## config.mk

```make
export PLATFORM = sky130hd
export DESIGN_NAME = block_fetch_engine
export DESIGN_NICKNAME = d
export VERILOG_FILES = /design/src/rtl/block_fetch_engine.sv
export SDC_FILE = /design/constraint.sdc
export NUM_CORES = 1
export LEC_CHECK = 0
export CORE_ASPECT_RATIO = 0.7
export CORE_MARGIN = 4
export CORE_UTILIZATION = 40
export CTS_CLUSTER_DIAMETER = 80
export DETAILED_ROUTE_END_ITERATION = 7
export PLACE_DENSITY = 0.68
export SYNTH_ARGS = -nofsm -noshare
export SYNTH_HDL_FRONTEND = slang
export SYNTH_SLANG_ARGS = --single-unit
```

## constraint.sdc

```tcl
create_clock -name i_clk -period 6.07 [get_ports i_clk]
set_input_delay 1.214 -clock i_clk [delete_from_list [all_inputs] [get_ports i_clk]]
set_output_delay 1.214 -clock i_clk [all_outputs]
set_load 0.02 [all_outputs]
```

## src/rtl/block_fetch_engine.sv

```systemverilog
// Block fetcher for the IDCT stage: reads one BLOCK_DIM x BLOCK_DIM block from SRAM
// at one sample per cycle and writes PACK-sample words into a ping-pong RAM bank.
module block_fetch_engine #(
  parameter int BLOCK_DIM    = 8,
  parameter int PIX_W        = 16,
  parameter int PACK         = 2,
  parameter int SRAM_ADDR_W  = 18,
  parameter int BASE_OFFSET  = 76800,
  parameter int SRAM_LATENCY = 2,
  parameter int RAM_ADDR_W   = 7
) (
  input  logic                    i_clk,
  input  logic                    i_rst,
  input  logic                    i_start,
  input  logic [5:0]              i_block_col,
  input  logic [5:0]              i_block_row,
  input  logic [9:0]              i_line_stride,
  input  logic                    i_bank_sel,
  output logic                    o_busy,
  output logic                    o_done,
  output logic [SRAM_ADDR_W-1:0]  o_sram_address,
  output logic                    o_sram_we_n,
  input  logic [PIX_W-1:0]        i_sram_read_data,
  output logic [RAM_ADDR_W-1:0]   o_ram_address,
  output logic [PIX_W*PACK-1:0]   o_ram_write_data,
  output logic                    o_ram_we
);

  localparam int NS  = BLOCK_DIM * BLOCK_DIM;
  localparam int NW  = NS / PACK;
  localparam int WW  = PIX_W * PACK;
  localparam int CW  = $clog2(BLOCK_DIM);
  localparam int KW  = $clog2(NS + 1);
  localparam int JW  = $clog2(NW + 1);
  localparam int PKW = $clog2(PACK + 1);
  localparam int DW  = $clog2(SRAM_LATENCY + 1);
  localparam int LW  = SRAM_LATENCY;

  localparam logic [1:0] S_IDLE  = 2'd0;
  localparam logic [1:0] S_ISSUE = 2'd1;
  localparam logic [1:0] S_DRAIN = 2'd2;

  logic [1:0]             r_state;
  logic [SRAM_ADDR_W-1:0] r_row_ptr;
  logic [9:0]             r_stride;
  logic                   r_bank;
  logic [CW-1:0]          r_col;
  logic [KW-1:0]          r_issue_cnt;
  logic [DW-1:0]          r_drain_cnt;
  logic [LW-1:0]          r_vpipe;
  logic [WW-1:0]          r_pack;
  logic [PKW-1:0]         r_pack_cnt;
  logic [JW-1:0]          r_word_cnt;

  logic                   w_accept;
  logic                   w_issue;
  logic                   w_capture;
  logic [SRAM_ADDR_W-1:0] w_row_off;
  logic [SRAM_ADDR_W-1:0] w_col_off;
  logic [SRAM_ADDR_W-1:0] w_blk_base;
  logic [WW-1:0]          w_pack_next;
  logic [RAM_ADDR_W-1:0]  w_bank_base;

  assign w_accept  = (r_state == S_IDLE) && i_start;
  assign w_issue   = (r_state == S_ISSUE);
  assign w_capture = r_vpipe[LW-1];

  // The only multiply is the one-off block base at accept time; per-sample addressing is additive.
  assign w_row_off  = SRAM_ADDR_W'(i_block_row) * SRAM_ADDR_W'(BLOCK_DIM) * SRAM_ADDR_W'(i_line_stride);
  assign w_col_off  = SRAM_ADDR_W'(i_block_col) * SRAM_ADDR_W'(BLOCK_DIM);
  assign w_blk_base = SRAM_ADDR_W'(BASE_OFFSET) + w_row_off + w_col_off;

  assign w_pack_next = (r_pack << PIX_W) | WW'(i_sram_read_data);
  assign w_bank_base = r_bank ? RAM_ADDR_W'(NW) : {RAM_ADDR_W{1'b0}};

  assign o_sram_we_n = 1'b1;

  // Control FSM and SRAM address generator.
  always_ff @(posedge i_clk or posedge i_rst) begin
    if (i_rst) begin
      r_state        <= S_IDLE;
      o_busy         <= 1'b0;
      o_done         <= 1'b0;
      o_sram_address <= SRAM_ADDR_W'(BASE_OFFSET);
      r_row_ptr      <= {SRAM_ADDR_W{1'b0}};
      r_stride       <= 10'd0;
      r_bank         <= 1'b0;
      r_col          <= {CW{1'b0}};
      r_issue_cnt    <= {KW{1'b0}};
      r_drain_cnt    <= {DW{1'b0}};
    end else begin
      case (r_state)
        S_IDLE: begin
          o_done <= 1'b0;
          if (i_start) begin
            r_state     <= S_ISSUE;
            o_busy      <= 1'b1;
            r_row_ptr   <= w_blk_base;
            r_stride    <= i_line_stride;
            r_bank      <= i_bank_sel;
            r_col       <= {CW{1'b0}};
            r_issue_cnt <= {KW{1'b0}};
          end else begin
            r_state <= S_IDLE;
          end
        end
        S_ISSUE: begin
          o_sram_address <= r_row_ptr + SRAM_ADDR_W'(r_col);
          if (r_col == CW'(BLOCK_DIM - 1)) begin
            r_col     <= {CW{1'b0}};
            r_row_ptr <= r_row_ptr + SRAM_ADDR_W'(r_stride);
          end else begin
            r_col <= r_col + CW'(1);
          end
          if (r_issue_cnt == KW'(NS - 1)) begin
            r_state     <= S_DRAIN;
            r_drain_cnt <= {DW{1'b0}};
          end else begin
            r_issue_cnt <= r_issue_cnt + KW'(1);
          end
        end
        S_DRAIN: begin
          // Stay long enough for the last sample to land and its word to be written.
          if (r_drain_cnt == DW'(SRAM_LATENCY)) begin
            r_state <= S_IDLE;
            o_busy  <= 1'b0;
            o_done  <= 1'b1;
          end else begin
            r_drain_cnt <= r_drain_cnt + DW'(1);
          end
        end
        default: begin
          r_state <= S_IDLE;
          o_busy  <= 1'b0;
          o_done  <= 1'b0;
        end
      endcase
    end
  end

  // Read-data capture, sample packing and RAM write port.
  always_ff @(posedge i_clk or posedge i_rst) begin
    if (i_rst) begin
      r_vpipe          <= {LW{1'b0}};
      r_pack           <= {WW{1'b0}};
      r_pack_cnt       <= {PKW{1'b0}};
      r_word_cnt       <= {JW{1'b0}};
      o_ram_we         <= 1'b0;
      o_ram_address    <= {RAM_ADDR_W{1'b0}};
      o_ram_write_data <= {WW{1'b0}};
    end else begin
      r_vpipe <= (r_vpipe << 1) | LW'(w_issue);
      if (w_accept) begin
        r_pack_cnt <= {PKW{1'b0}};
        r_word_cnt <= {JW{1'b0}};
        o_ram_we   <= 1'b0;
      end else if (w_capture) begin
        if (r_pack_cnt == PKW'(PACK - 1)) begin
          o_ram_we         <= 1'b1;
          o_ram_write_data <= w_pack_next;
          o_ram_address    <= w_bank_base + RAM_ADDR_W'(r_word_cnt);
          r_word_cnt       <= r_word_cnt + JW'(1);
          r_pack_cnt       <= {PKW{1'b0}};
        end else begin
          o_ram_we   <= 1'b0;
          r_pack     <= w_pack_next;
          r_pack_cnt <= r_pack_cnt + PKW'(1);
        end
      end else begin
        o_ram_we <= 1'b0;
      end
    end
  end

endmodule

```

Word-level counts from Yosys, hierarchy flattened --
Cells that the tools add are included.
Storage, ports and cells: bits of input ports 42, flip-flop bits (word level) 129, output and inout bits 61, word-level logic and storage cells 93
Operators by class: $add $sub $neg 10, bitwise gates (word level) 5, mux-type cells 31, eq/ne operators 12, reduce and logical (&&, ||, !) cells 17, multiply operators 1
Operator list (count):
- $mux 18 | 2
- $pmux 18 s2 | 1
- $or 32x16->32 | 1
- $mux 6 | 4
- $add 17x18->18 const A | 1
- $add 18x10->18 | 1
- $add 18x3->18 | 1
- $add 18x9->18 | 1
- $reduce_and 3->1 | 6
- $mul 6x10->15 | 1
- $mux 2 | 7
- $mux 7 | 2
- $pmux 7 s2 | 1
- $reduce_and 2->1 | 5
- $ne 2x2->1 const B | 4
- $reduce_bool 2->1 | 4
- $add 6x6->7 | 1
- $add 7x1->7 const B | 1
- $eq 7x6->1 const B | 1
- $mux 1 | 7
- $add 6x1->6 const B | 1
- $mux 3 | 2
- $pmux 2 s3 | 1
- $pmux 3 s2 | 1
- other kinds (13) | 19

Longest topological paths before layout --
Gate-level depths: netlist of the first run.
depth in word-level cells 5, gate-level depth with buffers 17, depth with buffers taken out 15

Least setup slack after synthesis of the first run --
Ideal clock, no wire load.
path type input to register, start in i_block_row[5], end reg r_row_ptr[17], buffers on the path 2, slack 589 ps, data required time 5946 ps, arrival time 5357 ps, setup time 124 ps, cell stages on the path 16, cell sequence clkbuf_1 -> and2_1 -> fa_1 -> fa_1 -> inv_1 -> fa_1 -> inv_1 -> ha_1 -> buf_4 -> and3_1 -> a221o_1 -> a21o_1 -> a311oi_2 -> nor4_1 -> or4_1 -> a211o_1
Between the ends: cells in the longest elaborated chain, start to end 5
RTL lines:
- start, declared | line 16 | input logic [5:0] i_block_row,
- $mul 6x10->15 | line 69 | assign w_row_off = SRAM_ADDR_W'(i_block_row) * SRAM_ADDR_W'(BLOCK_DIM) * SRAM_ADDR_W'(i_line_stride);
- $add 17x18->18 | line 71 | assign w_blk_base = SRAM_ADDR_W'(BASE_OFFSET) + w_row_off + w_col_off;
- $add 18x9->18 | line 71
- $mux 18 | line 95 | if (i_start) begin
- $pmux 18 s2 | line 92 | case (r_state)
- end signal, assigned | line 85 | r_row_ptr <= {SRAM_ADDR_W{1'b0}};
- end signal, assigned | line 98 | r_row_ptr <= w_blk_base;
- end signal, assigned | line 111 | r_row_ptr <= r_row_ptr + SRAM_ADDR_W'(r_stride);
- end, declared | line 44 | logic [SRAM_ADDR_W-1:0] r_row_ptr;
No other way between the ends. The select of a mux whose other input is x is not followed. A chain may end at the register's enable or synchronous reset.

Final worst setup path of the first run --
start in i_block_row[1], end reg r_row_ptr[17]
Same word-level chain as after synthesis.

==> reports/metrics.yaml, run 1 <==
global_route:
  grt_overflow: 0
  grt_antenna_before_repair: 0
  grt_first_pass_wirelength_um: 32100
  gr-usage-met1_pct: 27.0
  globalRouteMet3Util_pct: 2.54
  grt_pass1_vias: 6138
  gr-usage-met2_pct: 23.6
  grt_start_max_net_pins: 80
  globalRouteTotalUtil_pct: 16.9
  grt_most_used_layer: "met1"
pwr:
  cellPowerDensity_nw_per_um2: 531
  netSwitchingPower_uw: 2210
  netSwitchingFraction_pct: 40.1
  ir_drop_mv: 0.266
  p_clk_share_pct: 20.0
  intPower_uw: 3300
  static-leakage-power_uw: 0.00461
  power.total_uw: 5510
  p_seq_share_pct: 27.6
  power.share.combinational_pct: 52.4
critical_path:
  setup.worst_path.start_class: "primary input"
  cp.arrival_ps: 5950
  critical_path_buf_inv_count: 3
  critical_path.max_fanout: 10
  setup.worst_path.class: "primary input to flop"
  regToRegSetupSlack_ps: 3020
  crit_top_cell: "sky130_fd_sc_hd__fa_1"
  critical_path.max_stage_delay_ps: 590
  setup.worst_path.end_class: "flop"
  critical_path.top_delay_family: "adder cells"
  required_time_of_the_critical_path_ps: 6360
  worstPathCellList: "clkdlybuf4s50_1 > and2_1 > fa_1 > fa_1 > inv_1 > fa_1 > inv_1 > ha_1 > and3_1 > a221o_1 > a21o_1 > a311oi_2 > nor4_1 > or4_1 > a211o_1"
  worst_path_max_delay_cell: "sky130_fd_sc_hd__clkdlybuf4s50_1"
logic_synthesis:
  dominant_combinational_cell_family_by_area_after_synthesis: "simple AND/OR/NAND/NOR gates"
  async_flop_share_pct: 100
  post_synth_num_cell_types: 70
  yosysTopAreaCellShare_pct: 37.5
  dominantRegCellSynth: "sky130_fd_sc_hd__dfrtp_1"
  synthCells: 852
  synthesis.area_um2: 8350
  postSynthNetCount: 977
  synth_seq_cells: 129
  synth.mux.area_fraction_pct: 7.55
  post_synth_xor_area_fraction_pct: 5.02
  register_area_share_after_synthesis_pct: 38.7
  synth_top_cells_by_area: "sky130_fd_sc_hd__dfrtp_1 (37%), sky130_fd_sc_hd__fa_1 (8.4%), sky130_fd_sc_hd__ha_1 (7.2%), sky130_fd_sc_hd__mux2_2 (5.8%), sky130_fd_sc_hd__nand2_1 (5.3%)"
  synth_edf_count: 0
  synth_fa_ha_area_share_pct: 15.6
  synth_top_area_cell: "sky130_fd_sc_hd__dfrtp_1"
  ys_warn_count: 0
  synth_simple_gate_area_share_pct: 16.6
  synth_area_in_compound_gates_pct: 12.1
  syn_area_per_cell_um2: 9.80
floorplan:
  floorplan.io_pins: 103
  core-area_um2: 20200
  die_width_um: 181
  die_height_um: 129
  floorplan.die_area_um2: 23300
  num_rows: 43
  initial_core_utilization_pct: 41.4
routing:
  route.vias.total: 6442
  ant_nets: 0
  drcViolationCount: 0
  routed_wirelength_um: 19300
  drt-vias-per-instance: 5.17
  wire_per_inst_um: 15.5
  drt-initial-drc-count: 435
  drt_first_pass_iters: 5
cts:
  cts_resized: 0
  clock-root-buffer: "sky130_fd_sc_hd__clkbuf_16"
  cts_hold_repair.buffers: 0
  htree_levels: 4
  cts_inserted_buffers: 17
  post_cts.repair.setup_buffers: 0
  worst_setup_hold_path_clk_slew_ps: 60
  clock_path_buffers: 2
  clock_tree_from_tritoncts: "yes"
  clk_latency_ps: 410
  clock-sinks: 129
timing:
  clock-skew-final_ps: 9.06
  final.period_utilization_pct: 93.3
  fin_crit_ps: 5660
  final-max-slew-violation-count: 0
  final_hold_viol_count: 0
  max_slew.worst_pin.slew_ps: 996
  max-slew-margin-rel_pct: 33.6
  max_freq_mhz: 177
  setup-tns-final_ps: 0
  timing.final.setup_violations: 0
  rsz0062_at_grt: "no"
placement:
  numPortBuffers: 101
  dp.final_hpwl_um: 14500
  gp_routability_congestion: 0.837
cells_and_area:
  syn2layout_area_growth_pct: 24.4
  final_common_cell: "sky130_fd_sc_hd__dfrtp_1"
  antennaDiodeCount: 0
  final_nets: 1087
  final_layout_size_suffix_gt1_share_pct: 11.7
  final_cell_mix: "sky130_fd_sc_hd__dfrtp_1 (125), sky130_fd_sc_hd__nand2_1 (117), sky130_fd_sc_hd__clkdlybuf4s50_1 (101)"
worst_hold_path:
  worstHoldPathType: "flop to flop"
job:
  max_cap_violations: 0
status:
  run_status: "complete, no violations"
area by class of cell:
type / count / area, um^2
fill: 1817 / 9790
tap: 270 / 338
clock buffer: 19 / 443
timing repair buffer: 123 / 1180
clock inverter: 13 / 199
sequential: 129 / 3230
inverter: 63 / 239
multi-input combinational: 628 / 4760
cells by family (layout without fill, tap and decap cells):
| logic type | count (synthesis) | after routing |
|---|---|---|
| AO/OA/AOI/OAI | 155 | 155 |
| XOR/XNOR | 47 | 47 |
| adder cells (fa/ha/maj) | 83 | 83 |
| buffers and inverters | 95 | 218 |
| flip-flops | 129 | 129 |
| multiplexers | 56 | 56 |
| other | 1 | 1 |
| AND/OR/NAND/NOR | 286 | 286 |
Yosys cell counts (9+ instances only):
cell                       count
sky130_fd_sc_hd__dfrtp_1     125
sky130_fd_sc_hd__mux2_1       13
sky130_fd_sc_hd__nand3_1      14
sky130_fd_sc_hd__fa_1         35
sky130_fd_sc_hd__clkbuf_1     25
sky130_fd_sc_hd__o21ai_0      50
sky130_fd_sc_hd__xor2_1       18
sky130_fd_sc_hd__xnor2_1      28
sky130_fd_sc_hd__a21o_1       10
sky130_fd_sc_hd__nand2_1     117
sky130_fd_sc_hd__and2_1       51
sky130_fd_sc_hd__mux2_2       43
sky130_fd_sc_hd__nor2_1       37
sky130_fd_sc_hd__a21oi_1      31
sky130_fd_sc_hd__inv_1        61
sky130_fd_sc_hd__and3_1        9
sky130_fd_sc_hd__ha_1         48
sky130_fd_sc_hd__nor3_1       19
final timing paths:
check | startpoint | endpoint | cells after the start
setup / recovery | i_block_row[1] | r_row_ptr[17] | 15
hold / removal | r_vpipe[0] | r_vpipe[1] | 0
setup reg to reg | r_col[0] | r_pack[12] | 7
hold reg to reg | r_vpipe[0] | r_vpipe[1] | 0
max in group asynchronous | i_rst | o_ram_write_data[10] | 3
min in group asynchronous | i_rst | o_ram_we | 2
power groups by stage:
stage / Clock (uW) / Combinational, uW / Sequential, uW
4_1_cts: 1120 / 2900 / 1520
6_report: 1110 / 2890 / 1520
3_3_place_gp: 0 / 2840 / 1510
5_1_grt: 1170 / 3180 / 1570
3_5_place_dp: 0 / 2870 / 1530
2_1_floorplan: 0 / 1790 / 1680
sequential cells by signal, indices dropped and copies added, names as in the netlist:
register,count
r_bank,1
o_ram_we,1
r_row_ptr,18
r_col,3
r_pack_cnt,2
r_drain_cnt,2
o_ram_write_data,32
o_done,1
r_stride,10
o_sram_address,18
r_word_cnt,6
o_ram_address,7
r_state,2
r_issue_cnt,7
r_pack,16
r_vpipe,2
o_busy,1
worst register-to-register path, delay by kind of cell (launching register included):
kind	cells	cell delay, ps
adder cells (fa/ha/maj)	2	420
flip-flops	1	400
multiplexers	1	430
AND/OR/NAND/NOR	3	950
AO/OA/AOI/OAI	1	730
per-layer routing:
metal | vias to the layer above | part of all wire [%]
met3 | 18 | 4.9
met1 | 3130 | 53
met2 | 155 | 42
met5 | - | 0
met4 | 0 | 0.91
li1 | 3139 | -
metrics by stage:
stage	worst slack, ps	util (%)	instance area (um^2)	instances	hold WS (ps)
after CTS	462	51.5	10400	1245	352
final	406	51.5	10400	1245	354
after global placement	113	48.3	9740	1213	332
after global routing	216	51.5	10400	1245	389
after floorplan	589	-	8350	852	331
after detailed placement	29.2	48.3	9740	1213	335
Power figures use the tool's default switching activity.
==> inputs of run 2 (changes only) <==
Settings changed: PLACE_DENSITY 0.68 to not set.
==> run 2 against run 1 <==
  * Sequential share of layout area about the same
  * Clock-buffer cell count down 1
  * Combinational power about the same
  * Worst hold slack worse by 2.0 ps
  * Cell count up 0.48%
  * Die area unchanged
  * Clock skew up 1.1 ps
  * Largest power group unchanged
==> reports/metrics.yaml, run 2 (synthesis results as in run 1) <==
critical_path:
  setup.worst_path.start_class: "primary input"  # unchanged
  critical_path.max_fanout: 10  # unchanged
  required_time_of_the_critical_path_ps: 6360  # about the same
  setup.worst_path.end_class: "flop"  # unchanged
  cp.arrival_ps: 5950  # about the same
  setup.worst_path.class: "primary input to flop"  # unchanged
pwr:
  p_seq_share_pct: 27.8  # was 27.6%
  netSwitchingFraction_pct: 40.7  # was 40.1%
  power.share.combinational_pct: 53.6  # was 52.4%
  netSwitchingPower_uw: 2210  # about the same
  ir_drop_mv: 0.190  # was 0.266 mV
  static-leakage-power_uw: 0.00461  # about the same
  cellPowerDensity_nw_per_um2: 523  # was 531 nW/um^2
  intPower_uw: 3220  # was 3300 uW
  p_clk_share_pct: 18.6  # was 20.0%
cells_and_area:
  syn2layout_area_growth_pct: 24.2  # was 24.4%
  biggest_regs: "o_ram_write_data (32), o_sram_address (18), r_row_ptr (18)"  # unchanged
  layout.cell_area.non_filler_um2: 10400  # about the same
  largest_reg_flops: 32  # unchanged
  final_layout_size_suffix_gt1_share_pct: 12.2  # was 11.7%
  antennaDiodeCount: 0  # unchanged
  final_common_cell: "sky130_fd_sc_hd__dfrtp_1"  # unchanged
  register_containing_the_most_flip_flops_in_the_final_layout: "o_ram_write_data"  # unchanged
  final_cell_mix: "sky130_fd_sc_hd__dfrtp_1 (125), sky130_fd_sc_hd__nand2_1 (117), sky130_fd_sc_hd__clkdlybuf4s50_1 (101)"  # unchanged
  layoutNonFillerInstCount: 1251  # was 1245
  final_nets: 1093  # was 1087
global_route:
  grt_start_max_net_pins: 73  # was 80
  grt_antenna_before_repair: 0  # unchanged
  grt_overflow: 0  # unchanged
  globalRouteTotalUtil_pct: 17.6  # was 16.9%
  grt_first_pass_wirelength_um: 33600  # was 32100 um
  grt_pass1_vias: 6292  # was 6138
cts:
  clk_latency_ps: 410  # about the same
  post_cts.repair.setup_buffers: 0  # unchanged
  worst_setup_hold_path_clk_slew_ps: 60  # about the same
  htree_levels: 4  # unchanged
  clock-sinks: 129  # unchanged
  clock-root-buffer: "sky130_fd_sc_hd__clkbuf_16"  # unchanged
  clock_tree_from_tritoncts: "yes"  # unchanged
  cts_hold_repair.buffers: 0  # unchanged
  clock_path_buffers: 2  # unchanged
  cts_resized: 0  # unchanged
  cts_inserted_buffers: 17  # unchanged
routing:
  drcViolationCount: 0  # unchanged
  ant_nets: 0  # unchanged
  drt-initial-drc-count: 467  # was 435
  maxUsedRoutingLayer: "met4"  # unchanged
  wl_met2_um: 7760  # was 8040 um
  route.met3.wl_um: 977  # was 940 um
  wirelength_met1_um: 10900  # was 10100 um
  routed_wirelength_um: 19800  # was 19300 um
  drt-vias-per-instance: 5.12  # was 5.17
  route.vias.total: 6405  # was 6442
  wire_per_inst_um: 15.8  # was 15.5 um
  drt_first_pass_iters: 5  # unchanged
timing:
  timing.final.setup_violations: 0  # unchanged
  final_hold_viol_count: 0  # unchanged
  setup-tns-final_ps: 0  # unchanged
  max_freq_mhz: 177  # about the same
  clock-skew-final_ps: 10.1  # was 9.06 ps
  max-slew-margin-rel_pct: 34.2  # was 33.6%
  rsz0062_at_grt: "no"  # unchanged
  fin_crit_ps: 5660  # about the same
  final-max-slew-violation-count: 0  # unchanged
  timing.final.ws_setup_ps: 413  # was 406 ps
  max_slew.worst_pin.slew_ps: 984  # was 996 ps
  final.period_utilization_pct: 93.2  # was 93.3%
floorplan:
  floorplan.io_pins: 103  # unchanged
  die_width_um: 181  # unchanged
  core-area_um2: 20200  # unchanged
  die_height_um: 129  # unchanged
  num_rows: 43  # unchanged
  floorplan.die_area_um2: 23300  # unchanged
  initial_core_utilization_pct: 41.4  # unchanged
placement:
  postPlaceCellArea_um2: 9790  # was 9740 um^2
  post-place-ws_ps: 27.4  # was 29.2 ps
  gp_routability_congestion: 0.839  # was 0.837
  dp.final_hpwl_um: 15100  # was 14500 um
  numPortBuffers: 101  # unchanged
  numPlacedInstances: 1219  # was 1213
job:
  max_cap_violations: 0  # unchanged
worst_hold_path:
  worstHoldPathType: "flop to flop"  # unchanged
status:
  run_status: "complete, no violations"  # unchanged
[run 2: changes by cell type in the layout (fill, tap and decap cells not counted)]
cell and change:
sky130_fd_sc_hd__buf_4 +6, sky130_fd_sc_hd__bufinv_16 -2, sky130_fd_sc_hd__clkbuf_8 -1, sky130_fd_sc_hd__clkinv_2 +2, sky130_fd_sc_hd__clkinv_4 +1, sky130_fd_sc_hd__clkinvlp_4 +1, sky130_fd_sc_hd__inv_6 -1
[run 2: routing by layer]
layer / track usage [%] / up-vias
met5: 0 / -
li1: - / 3150
met2: 23.6 / 158
met3: 3.08 / 15
met4: 3.82 / 0
met1: 29.2 / 3082
[run 2: final timing paths]
check | from | endpoint | slack [ps] | depth (start not counted)
setup / recovery | i_block_row[1] | r_row_ptr[17] | 410 | 15
hold / removal | r_vpipe[0] | r_vpipe[1] | 350 | 0
setup reg to reg | r_col[0] | r_pack[13] | 3290 | 8
hold reg to reg | r_vpipe[0] | r_vpipe[1] | 350 | 0
max in group asynchronous | i_rst | r_row_ptr[1] | 4010 | 3
min in group asynchronous | i_rst | o_ram_write_data[17] | 1390 | 3
[run 2: layout make-up]
type,count,area [um^2]
Fill cell,1904,9800
Multi-Input combinational cell,628,4760
Sequential cell,129,3230
Timing Repair Buffer,129,1220
Clock buffer,18,429
Tap cell,270,338
Inverter,63,239
Clock inverter,14,156
[run 2: power by group through the flow]
stage	clock (uW)	combinational, uW	sequential, uW
after floorplan	0	1790	1680
after global placement	0	2880	1520
after detailed placement	0	2900	1530
after CTS	1030	2920	1510
after global routing	1080	3230	1570
final	1010	2910	1510
[run 2: metrics by stage]
| step | util (%) | hold WS [ps] | total power [uW] |
|---|---|---|---|
| 6_report | 51.4 | 352 | 5430 |
| 5_1_grt | 51.4 | 360 | 5880 |
| 4_1_cts | 51.4 | 358 | 5470 |
| 3_5_place_dp | 48.5 | 341 | 4430 |
| 3_3_place_gp | 48.5 | 333 | 4400 |
| 2_1_floorplan | - | 331 | 3470 |
[run 2: critical path, cell delays in order]
cell and delay (ps):
sky130_fd_sc_hd__clkdlybuf4s50_1 580, sky130_fd_sc_hd__and2_1 270, sky130_fd_sc_hd__fa_1 500, sky130_fd_sc_hd__inv_1 50, sky130_fd_sc_hd__fa_1 460, sky130_fd_sc_hd__fa_1 540, sky130_fd_sc_hd__inv_1 40, sky130_fd_sc_hd__ha_1 360
sky130_fd_sc_hd__a21o_1 270, sky130_fd_sc_hd__a221o_1 370, sky130_fd_sc_hd__a21o_1 220, sky130_fd_sc_hd__a311oi_2 340, sky130_fd_sc_hd__nor4_1 90, sky130_fd_sc_hd__or4_1 400, sky130_fd_sc_hd__a211o_1 230
==> inputs of run 3 (changes only) <==
Settings changed: RECOVER_POWER set to 50, REMOVE_ABC_BUFFERS set to 1.
==> run 3 against run 2 <==
  * The flow now finishes with violations (capacitance limit, slew limit)
  * Utilization is 0.15 points lower
  * Worst hold slack worse by 6.6 ps
  * Via count down 1.7%
  * Design area shrank 0.29%
  * Critical endpoint unchanged
==> reports/metrics.yaml, run 3 (synthesis results as in run 1) <==
cts:
  clock-sinks: 129  # unchanged
  htree_levels: 4  # unchanged
  clock-root-buffer: "sky130_fd_sc_hd__clkbuf_16"  # unchanged
  post_cts.repair.setup_buffers: 0  # unchanged
  cts_resized: 0  # unchanged
  cts_hold_repair.buffers: 0  # unchanged
  worst_setup_hold_path_clk_slew_ps: 60  # about the same
  cts_inserted_buffers: 17  # unchanged
  clock_tree_from_tritoncts: "yes"  # unchanged
  clk_latency_ps: 420  # was 410 ps
  clock_path_buffers: 2  # unchanged
timing:
  timing.final.ws_setup_ps: 377  # was 413 ps
  final.period_utilization_pct: 93.8  # was 93.2%
  max-slew-margin-rel_pct: -94.4  # was 34.2%
  max_freq_mhz: 176  # was 177 MHz
  whs_ps: 345  # was 352 ps
  max_slew.worst_pin.slew_ps: 2920  # was 984 ps
  final-max-slew-violation-count: 187  # was 0
  clock-skew-final_ps: 14.0  # was 10.1 ps
  final_hold_viol_count: 0  # unchanged
  rsz0062_at_grt: "no"  # unchanged
  fin_crit_ps: 5690  # was 5660 ps
  timing.final.setup_violations: 0  # unchanged
routing:
  drt-initial-drc-count: 316  # was 467
  route.met3.wl_um: 750  # was 977 um
  maxUsedRoutingLayer: "met4"  # unchanged
  ant_nets: 0  # unchanged
  drt-vias-per-instance: 5.06  # was 5.12
  route.vias.total: 6295  # was 6405
  wl_met2_um: 8080  # was 7760 um
  drt_first_pass_iters: 5  # unchanged
  wire_per_inst_um: 15.2  # was 15.8 um
  wirelength_met1_um: 9960  # was 10900 um
  drcViolationCount: 0  # unchanged
  routed_wirelength_um: 18900  # was 19800 um
global_route:
  grt_pass1_vias: 6180  # was 6292
  grt_start_max_net_pins: 78  # was 73
  grt_antenna_before_repair: 0  # unchanged
  globalRouteTotalUtil_pct: 16.7  # was 17.6%
  grt_first_pass_wirelength_um: 31600  # was 33600 um
  grt_overflow: 0  # unchanged
cells_and_area:
  syn2layout_area_growth_pct: 23.9  # was 24.2%
  antennaDiodeCount: 0  # unchanged
  final_common_cell: "sky130_fd_sc_hd__dfrtp_1"  # unchanged
  largest_reg_flops: 32  # unchanged
  fillers: 1886  # was 1904
  final_nets: 1086  # was 1093
  register_containing_the_most_flip_flops_in_the_final_layout: "o_ram_write_data"  # unchanged
  final_layout_size_suffix_gt1_share_pct: 11.0  # was 12.2%
  biggest_regs: "o_ram_write_data (32), o_sram_address (18), r_row_ptr (18)"  # unchanged
  layoutNonFillerInstCount: 1244  # was 1251
  final_cell_mix: "sky130_fd_sc_hd__dfrtp_1 (125), sky130_fd_sc_hd__nand2_1 (117), sky130_fd_sc_hd__clkdlybuf4s50_1 (99)"  # was sky130_fd_sc_hd__dfrtp_1 (125), sky130_fd_sc_hd__nand2_1 (117), sky130_fd_sc_hd__clkdlybuf4s50_1 (101)
floorplan:
  die_width_um: 181  # unchanged
  core-area_um2: 20200  # unchanged
  initial_core_utilization_pct: 41.4  # unchanged
  floorplan.die_area_um2: 23300  # unchanged
  die_height_um: 129  # unchanged
  floorplan.io_pins: 103  # unchanged
  num_rows: 43  # unchanged
pwr:
  netSwitchingFraction_pct: 39.8  # was 40.7%
  intPower_uw: 3270  # was 3220 uW
  p_seq_share_pct: 28.0  # was 27.8%
  netSwitchingPower_uw: 2150  # was 2210 uW
  power.share.combinational_pct: 52.1  # was 53.6%
  p_clk_share_pct: 19.8  # was 18.6%
  cellPowerDensity_nw_per_um2: 524  # was 523 nW/um^2
  ir_drop_mv: 0.283  # was 0.190 mV
  static-leakage-power_uw: 0.00458  # was 0.00461 uW
critical_path:
  required_time_of_the_critical_path_ps: 6360  # about the same
  cp.arrival_ps: 5990  # was 5950 ps
  setup.worst_path.class: "primary input to flop"  # unchanged
  setup.worst_path.end_class: "flop"  # unchanged
  critical_path.max_fanout: 10  # unchanged
  setup.worst_path.start_class: "primary input"  # unchanged
status:
  violations: "capacitance limit, slew limit"
  run_status: "complete, but fails checks"  # was complete, no violations
worst_hold_path:
  worstHoldPathType: "flop to flop"  # unchanged
placement:
  dp.final_hpwl_um: 14000  # was 15100 um
  gp_routability_congestion: 0.803  # was 0.839
  numPortBuffers: 101  # unchanged
  post-place-ws_ps: -62.0  # was 27.4 ps
  numPlacedInstances: 1212  # was 1219
job:
  max_cap_violations: 3  # was 0
==> run 3: cell count changes in the layout (fill, tap and decap cells not counted), moves of 2 or more <==
cell,previous run,this run
sky130_fd_sc_hd__clkbuf_8,0,3
sky130_fd_sc_hd__clkbuf_1,1,5
sky130_fd_sc_hd__buf_4,28,17
sky130_fd_sc_hd__clkdlybuf4s50_1,101,99
sky130_fd_sc_hd__dlygate4sd3_1,0,2
sky130_fd_sc_hd__clkinv_2,2,0
sky130_fd_sc_hd__inv_6,3,0
==> run 3: path summary, 6_finish.rpt <==
check / startpoint / to / slack [ps] / depth (start not counted)
hold / removal: r_vpipe[0] / r_vpipe[1] / 340 / 0
setup reg to reg: r_state[1] / r_pack[9] / 2200 / 5
min in group asynchronous: i_rst / r_bank / 1940 / 3
setup / recovery: i_block_row[4] / r_row_ptr[17] / 380 / 15
hold reg to reg: r_vpipe[0] / r_vpipe[1] / 340 / 0
max in group asynchronous: i_rst / r_stride[5] / 2020 / 3
==> run 3: layer usage <==
layer / vias to the layer above / GRT usage, %
li1: 3146 / -
met1: 3016 / 24.8
met2: 120 / 24.9
met3: 13 / 3.67
met4: 0 / 3.82
met5: - / 0
==> run 3: stage by stage <==
step | TNS (ps) | total power, uW | instance area [um^2] | util [%]
global placement | 0 | 4310 | 9740 | 48.3
global route | 0 | 5870 | 10300 | 51.3
floorplan | 0 | 3460 | 8220 | -
CTS | 0 | 5470 | 10400 | 51.4
detailed placement | -62.0 | 4370 | 9740 | 48.3
finish | 0 | 5420 | 10300 | 51.3
==> run 3: cell type report <==
type / count / area, um^2 / share of cell area (%)
tap: 270 / 338 / 3.27
sequential: 129 / 3230 / 31.3
multi-input combinational: 628 / 4760 / 46.0
inverter: 63 / 238 / 2.30
clock inverter: 10 / 151 / 1.46
timing repair buffer: 122 / 1150 / 11.2
clock buffer: 22 / 474 / 4.58
==> run 3: critical path, cell delays in order <==
cell and delay, ps:
sky130_fd_sc_hd__clkdlybuf4s50_1 570, sky130_fd_sc_hd__and2_1 260, sky130_fd_sc_hd__fa_1 480, sky130_fd_sc_hd__fa_1 540, sky130_fd_sc_hd__inv_1 50, sky130_fd_sc_hd__fa_1 520
sky130_fd_sc_hd__inv_1 40, sky130_fd_sc_hd__ha_1 370, sky130_fd_sc_hd__and3_1 200, sky130_fd_sc_hd__a221o_1 370, sky130_fd_sc_hd__a21o_1 230, sky130_fd_sc_hd__a311oi_2 370
sky130_fd_sc_hd__nor4_1 90, sky130_fd_sc_hd__or4_1 420, sky130_fd_sc_hd__a211o_1 240
==> run 3: power groups by stage <==
stage	Combinational, uW	Sequential, uW	Clock, uW
2_1_floorplan	1760	1690	0
3_3_place_gp	2790	1520	0
3_5_place_dp	2830	1530	0
4_1_cts	2850	1520	1100
5_1_grt	3150	1570	1140
6_report	2820	1520	1080
